**config.mk**
```make
export PLATFORM = sky130hd
export DESIGN_NAME = mem_port_arbiter_flat
export DESIGN_NICKNAME = d
export VERILOG_FILES = /design/src/rtl/mem_port_arbiter_if.sv /design/src/rtl/mem_port_arbiter.sv /design/src/flat_wrapper.sv
export SDC_FILE = /design/constraint.sdc
export NUM_CORES = 1
export LEC_CHECK = 0
export ABC_AREA = 1
export CORE_AREA = 5 5 42 44
export DETAILED_ROUTE_END_ITERATION = 8
export DIE_AREA = 0 0 47 49
export PLACE_DENSITY = 0.71
export RECOVER_POWER = 50
export SYNTH_ARGS = -nofsm -noshare
export SYNTH_HDL_FRONTEND = slang
export SYNTH_SLANG_ARGS = --single-unit
export TNS_END_PERCENT = 100
```
**constraint.sdc**
```tcl
create_clock -name clk -period 2 [get_ports clk]
set_input_delay 0.2 -clock clk [delete_from_list [all_inputs] [get_ports clk]]
set_output_delay 0.2 -clock clk [all_outputs]
set_load 0.03 [all_outputs]
```
**src/rtl/mem_port_arbiter_if.sv**
```systemverilog
// Memory port arbiter bundle: IF/DM requests, memory ready and error clear in;
// mux select, valid, done pulses, stalls, busy and sticky timeout error out.
interface mem_port_arbiter_if;
  logic if_req;
  logic dm_req;
  logic mem_ready;
  logic err_clr;
  logic mem_sel;
  logic mem_valid;
  logic if_done;
  logic dm_done;
  logic if_stall;
  logic dm_stall;
  logic busy;
  logic timeout_err;

  modport master (
    input  if_req, dm_req, mem_ready, err_clr,
    output mem_sel, mem_valid, if_done, dm_done,
    output if_stall, dm_stall, busy, timeout_err
  );

  modport slave (
    output if_req, dm_req, mem_ready, err_clr,
    input  mem_sel, mem_valid, if_done, dm_done,
    input  if_stall, dm_stall, busy, timeout_err
  );
endinterface

```
**src/rtl/mem_port_arbiter.sv**
```systemverilog
// Shares one memory port between IF and DM: holds the mux select for a whole
// transaction, aborts grants after TIMEOUT cycles, raises pipeline stalls.
// Ports: clk, reset_n (async low), bus (mem_port_arbiter_if.master).
// Option: MEM_ARB_STARVE_GUARD_EN lets a starved IF win over DM.
module mem_port_arbiter #(
  parameter int unsigned WAIT_LIMIT = 4,
  parameter int unsigned TIMEOUT    = 16
) (
  input logic             clk,
  input logic             reset_n,
  mem_port_arbiter_if.master bus
);

  if (WAIT_LIMIT < 1 || TIMEOUT < 2) begin : g_bad_param
    $error("mem_port_arbiter: WAIT_LIMIT>=1, TIMEOUT>=2");
  end

  localparam int unsigned TW = $clog2(TIMEOUT + 1);

  typedef enum logic [1:0] {
    IDLE     = 2'd0,
    GRANT_IF = 2'd1,
    GRANT_DM = 2'd2
  } state_t;

  state_t        state;
  logic [TW-1:0] tcnt;
  logic          valid_q;
  logic          sel_q;
  logic          busy_q;
  logic          err_q;
  logic          granted;
  logic          last;
  logic          to_hit;
  logic          done;
  logic          guard;
  logic          dm_win;
  logic          if_win;

  // tcnt counts finished grant cycles, so the TIMEOUT-th cycle sees TIMEOUT-1
  assign granted = (state == GRANT_IF) || (state == GRANT_DM);
  assign last    = tcnt == TW'(TIMEOUT - 1);
  assign to_hit  = granted & ~bus.mem_ready & last;
  assign done    = granted & (bus.mem_ready | last);

  assign dm_win = bus.dm_req & ~(guard & bus.if_req);
  assign if_win = bus.if_req & ~dm_win;

`ifdef MEM_ARB_STARVE_GUARD_EN
  localparam int unsigned WW = $clog2(WAIT_LIMIT + 1);

  logic [WW-1:0] wcnt;
  logic          if_entry;

  assign if_entry = (state == IDLE) & if_win;
  assign guard    = wcnt >= WW'(WAIT_LIMIT);

  always_ff @(posedge clk or negedge reset_n) begin
    if (!reset_n) begin
      wcnt <= '0;
    end else if (!bus.if_req || if_entry) begin
      wcnt <= '0;
    end else if (state != GRANT_IF &&
                 wcnt != WW'(WAIT_LIMIT)) begin
      wcnt <= wcnt + 1'b1;
    end
  end
`else
  assign guard = 1'b0;
`endif

  always_ff @(posedge clk or negedge reset_n) begin
    if (!reset_n) begin
      state   <= IDLE;
      tcnt    <= '0;
      valid_q <= 1'b0;
      sel_q   <= 1'b0;
      busy_q  <= 1'b0;
    end else begin
      unique case (state)
        IDLE: begin
          tcnt <= '0;
          unique case (1'b1)
            dm_win: begin
              state   <= GRANT_DM;
              sel_q   <= 1'b1;
              valid_q <= 1'b1;
              busy_q  <= 1'b1;
            end
            if_win: begin
              state   <= GRANT_IF;
              sel_q   <= 1'b0;
              valid_q <= 1'b1;
              busy_q  <= 1'b1;
            end
            default: ;
          endcase
        end
        GRANT_IF, GRANT_DM: begin
          if (done) begin
            state   <= IDLE;
            valid_q <= 1'b0;
            busy_q  <= 1'b0;
          end else begin
            tcnt <= tcnt + 1'b1;
          end
        end
        default: begin
          state   <= IDLE;
          valid_q <= 1'b0;
          busy_q  <= 1'b0;
        end
      endcase
    end
  end

  // a set on the same edge as a clear wins
  always_ff @(posedge clk or negedge reset_n) begin
    if (!reset_n) begin
      err_q <= 1'b0;
    end else if (to_hit) begin
      err_q <= 1'b1;
    end else if (bus.err_clr) begin
      err_q <= 1'b0;
    end
  end

  assign bus.mem_valid   = valid_q;
  assign bus.mem_sel     = sel_q;
  assign bus.busy        = busy_q;
  assign bus.timeout_err = err_q;
  assign bus.if_done     = (state == GRANT_IF) & done;
  assign bus.dm_done     = (state == GRANT_DM) & done;
  assign bus.if_stall    = bus.if_req & ~bus.if_done;
  assign bus.dm_stall    = bus.dm_req & ~bus.dm_done;

endmodule

```
**src/flat_wrapper.sv**
```systemverilog
// flat-port wrapper written by rule: the top's interface ports become plain ports
module mem_port_arbiter_flat 
#(
  parameter int unsigned WAIT_LIMIT = 4,
  parameter int unsigned TIMEOUT    = 16
)
  (clk, reset_n, bus_if_req, bus_dm_req, bus_mem_ready, bus_err_clr, bus_mem_sel, bus_mem_valid, bus_if_done, bus_dm_done, bus_if_stall, bus_dm_stall, bus_busy, bus_timeout_err);
  mem_port_arbiter_if bus_i ();
  input logic clk;
  input logic reset_n;
  input wire logic [$bits(bus_i.if_req)-1:0] bus_if_req;
  input wire logic [$bits(bus_i.dm_req)-1:0] bus_dm_req;
  input wire logic [$bits(bus_i.mem_ready)-1:0] bus_mem_ready;
  input wire logic [$bits(bus_i.err_clr)-1:0] bus_err_clr;
  output wire logic [$bits(bus_i.mem_sel)-1:0] bus_mem_sel;
  output wire logic [$bits(bus_i.mem_valid)-1:0] bus_mem_valid;
  output wire logic [$bits(bus_i.if_done)-1:0] bus_if_done;
  output wire logic [$bits(bus_i.dm_done)-1:0] bus_dm_done;
  output wire logic [$bits(bus_i.if_stall)-1:0] bus_if_stall;
  output wire logic [$bits(bus_i.dm_stall)-1:0] bus_dm_stall;
  output wire logic [$bits(bus_i.busy)-1:0] bus_busy;
  output wire logic [$bits(bus_i.timeout_err)-1:0] bus_timeout_err;
  assign bus_i.if_req = bus_if_req;
  assign bus_i.dm_req = bus_dm_req;
  assign bus_i.mem_ready = bus_mem_ready;
  assign bus_i.err_clr = bus_err_clr;
  assign bus_mem_sel = bus_i.mem_sel;
  assign bus_mem_valid = bus_i.mem_valid;
  assign bus_if_done = bus_i.if_done;
  assign bus_dm_done = bus_i.dm_done;
  assign bus_if_stall = bus_i.if_stall;
  assign bus_dm_stall = bus_i.dm_stall;
  assign bus_busy = bus_i.busy;
  assign bus_timeout_err = bus_i.timeout_err;
  mem_port_arbiter #(.WAIT_LIMIT(WAIT_LIMIT), .TIMEOUT(TIMEOUT)) u_core (.clk(clk), .reset_n(reset_n), .bus(bus_i));
endmodule
```
==> reports/results.txt <==
post-DR vias/cell: 4.66
final estimated routing congestion in global placement: 0.814
Remaining Overflow, GRT: 0
Seq/Total Area, Yosys: 42.9%
fin crit share: 96.3%
Num CTS Buffers: 3
ys flop type: dfrtp_1
final setup violation count: 0
Worst setup EP type: primary output
commonest cells in the netlist: 17 x nand2_1, 14 x inv_1, 10 x dfrtp_1
site row count: 14
clock sink count: 10
Layout Skew: 0.00572 ns
Peak supply drop: 0.663 mV
vias in the first global route: 482
min cycle time layout: 1.93 ns
fillers: 128
final hold vios: 0
Synth cell types: 18
largest net degree at the start of global routing: 11
n_diodes: 0
WP data required: 1.80 ns
DR pass1 iterations: 5
RSZ-0062 raised after global routing: yes
CP max FO: 4
Worst-Margin Slew: 0.476 ns
CP arrival: 1.73 ns
Post-synth EDFFs: 0
H-tree depth: 1
initial antenna violation count: 0
clock latency on the worst-skew pair: 0.26 ns
total global routing track utilization: 11.2%
setup TNS: 0 ns
first-pass GRT wire length: 1.96 mm
HP Class: primary input to async pin
Clock Tree Root: clkbuf_4
Setup crit start kind: register
Top Ports: 14
Syn Std Cell Area: 583 um2
nets: 109
top-count cell post-synth: nand2_1
DR iter-0 viols: 12
Initial Util: 41.6%
Layout Utilization: 58.8%
synthesis-to-finish area growth: 41.2%
share of cells above drive strength 1: 27.8%
die area: 2300 um2
post-route ant nets: 0
cts hold-fix bufs: 0
die height: 49 um
WL per Instance: 10.7 um
CP Class: register to primary output
CORE AREA: 1400 um2
total wire length: 1.21 mm
clock slew at reported path FFs: 0.07 ns
max_cap viols: 0
Post-Syn Instances: 74
Leakage: 0.415 nW
syn_nets: 85
PD cells: 1380 nW/um2
fin. max-slew vios: 0
CTS Buffer Depth: 2
count of input and output buffers: 13
maximum clock rate: 0.519 GHz
post-synth top area cell: dfrtp_1
TritonCTS clock tree: yes
HPWL Detailed: 905 um
status: finished clean
DRC Markers: 0
Area contributors post-synth: dfrtp_1 43%, nand2_1 11%, ha_1 11%
chip width: 47 um
syn avg cell area: 7.88 um2
synth warn: 0
synthesized flop and latch total: 10
Yosys top cell area share: 42.9%
Rel. slew slack: 68.2%
Post-synth ARST share: 100%
routed vias: 527
[final cells by class]
class / count / area [um2] / area share, %
inverters: 16 / 60.1 / 7.29
repair buffers: 20 / 175 / 21.3
flip-flops and latches: 10 / 250 / 30.4
well taps: 16 / 20.0 / 2.43
multi-input cells: 47 / 282 / 34.2
clock buffers: 4 / 36.3 / 4.41
[routing by layer]
layer  up-vias  GRT usage, %  wire length (um)
met1       234          15.2               528
met4         0          1.38                 0
met5         -             0                 0
li1        277             -                 -
met2        16          17.9               584
met3         0          3.32                97
[path summary, 6_finish.rpt]
kind | slack, ns | depth (start not counted) | to | from
max | 0.07 | 9 | bus_dm_stall | u_core.tcnt[1]$_DFFE_PN0P_
max reg2reg | 0.22 | 12 | u_core.tcnt[2]$_DFFE_PN0P_ | u_core.tcnt[1]$_DFFE_PN0P_
max in group asynchronous | 1.35 | 1 | u_core.tcnt[3]$_DFFE_PN0P_ | reset_n
min in group clk | 0.52 | 2 | u_core.tcnt[3]$_DFFE_PN0P_ | u_core.tcnt[3]$_DFFE_PN0P_
min reg2reg | 0.52 | 2 | u_core.tcnt[3]$_DFFE_PN0P_ | u_core.tcnt[3]$_DFFE_PN0P_
min | 0.33 | 1 | u_core.bus.mem_valid$_DFFE_PN0P_ | reset_n
[critical path, cell delays in order, from the launching register on]
cell and delay, ns:
dfrtp_1 0.40, ha_2 0.21, nand2_1 0.05, nor2_1 0.12, ha_2 0.20, o21ai_2 0.06, buf_4 0.14, o21ai_2 0.10
inv_1 0.06, buf_6 0.13
[cell families (layout without fill, tap and decap cells)]
group / Yosys count / count (layout) / share of synthesized area [%]
simple gates: 29 / 29 / 21.2
fa+ha+maj: 5 / 5 / 10.7
compound gates: 12 / 12 / 12.0
buf+inv: 17 / 40 / 11.6
flops: 10 / 10 / 42.9
xor+xnor: 1 / 1 / 1.50
[power breakdown]
| group | internal, W | switching, W | total [W] | leakage (nW) |
|---|---|---|---|---|
| registers | 0.000267 | 0.0000497 | 0.000317 | 0.130 |
| clock network | 0.000110 | 0.0000722 | 0.000183 | 0.0210 |
| logic | 0.000256 | 0.000379 | 0.000635 | 0.264 |
| total | 0.000634 | 0.000501 | 0.00113 | 0.415 |
[through the flow]
step                      cell area, um2  hold slack, ns  setup slack [ns]  total power, W  instances
after floorplan                      583         -0.0956             0.369        0.000722         74
after global placement               751           0.492            0.0781        0.000915        106
after detailed placement             751           0.500            0.0516        0.000925        106
after CTS                            788           0.270            0.0212         0.00112        110
after global routing                 823           0.356           -0.0687         0.00124        113
final                                823           0.327            0.0740         0.00113        113
[registers in the layout, summed over array words and instances (netlist names)]
name,cells
u_core.tcnt,5
u_core.state,2
u_core.bus.mem_sel,1
u_core.bus.mem_valid,1
u_core.bus.timeout_err,1
[repair_timing]
item / 4_1_cts / 5_1_grt
gates resized for setup: 3 / 12
pin swaps: 0 / 4
setup buffers: 0 / 3
setup endpoints to repair: 4 / 4
cloned: 0 / 0
[cells in the final DEF (no fill, tap or decap), types with 3 or more instances in the layout]
cell,netlist,routed
clkbuf_4,0,3
dfrtp_1,10,10
nor2_1,4,4
nand2_1,17,17
inv_1,14,14
ha_1,5,3
o21ai_2,1,4
buf_4,1,7
nand3_1,4,4
clkdlybuf4s50_1,0,8
(Power assumes the default switching activity.)
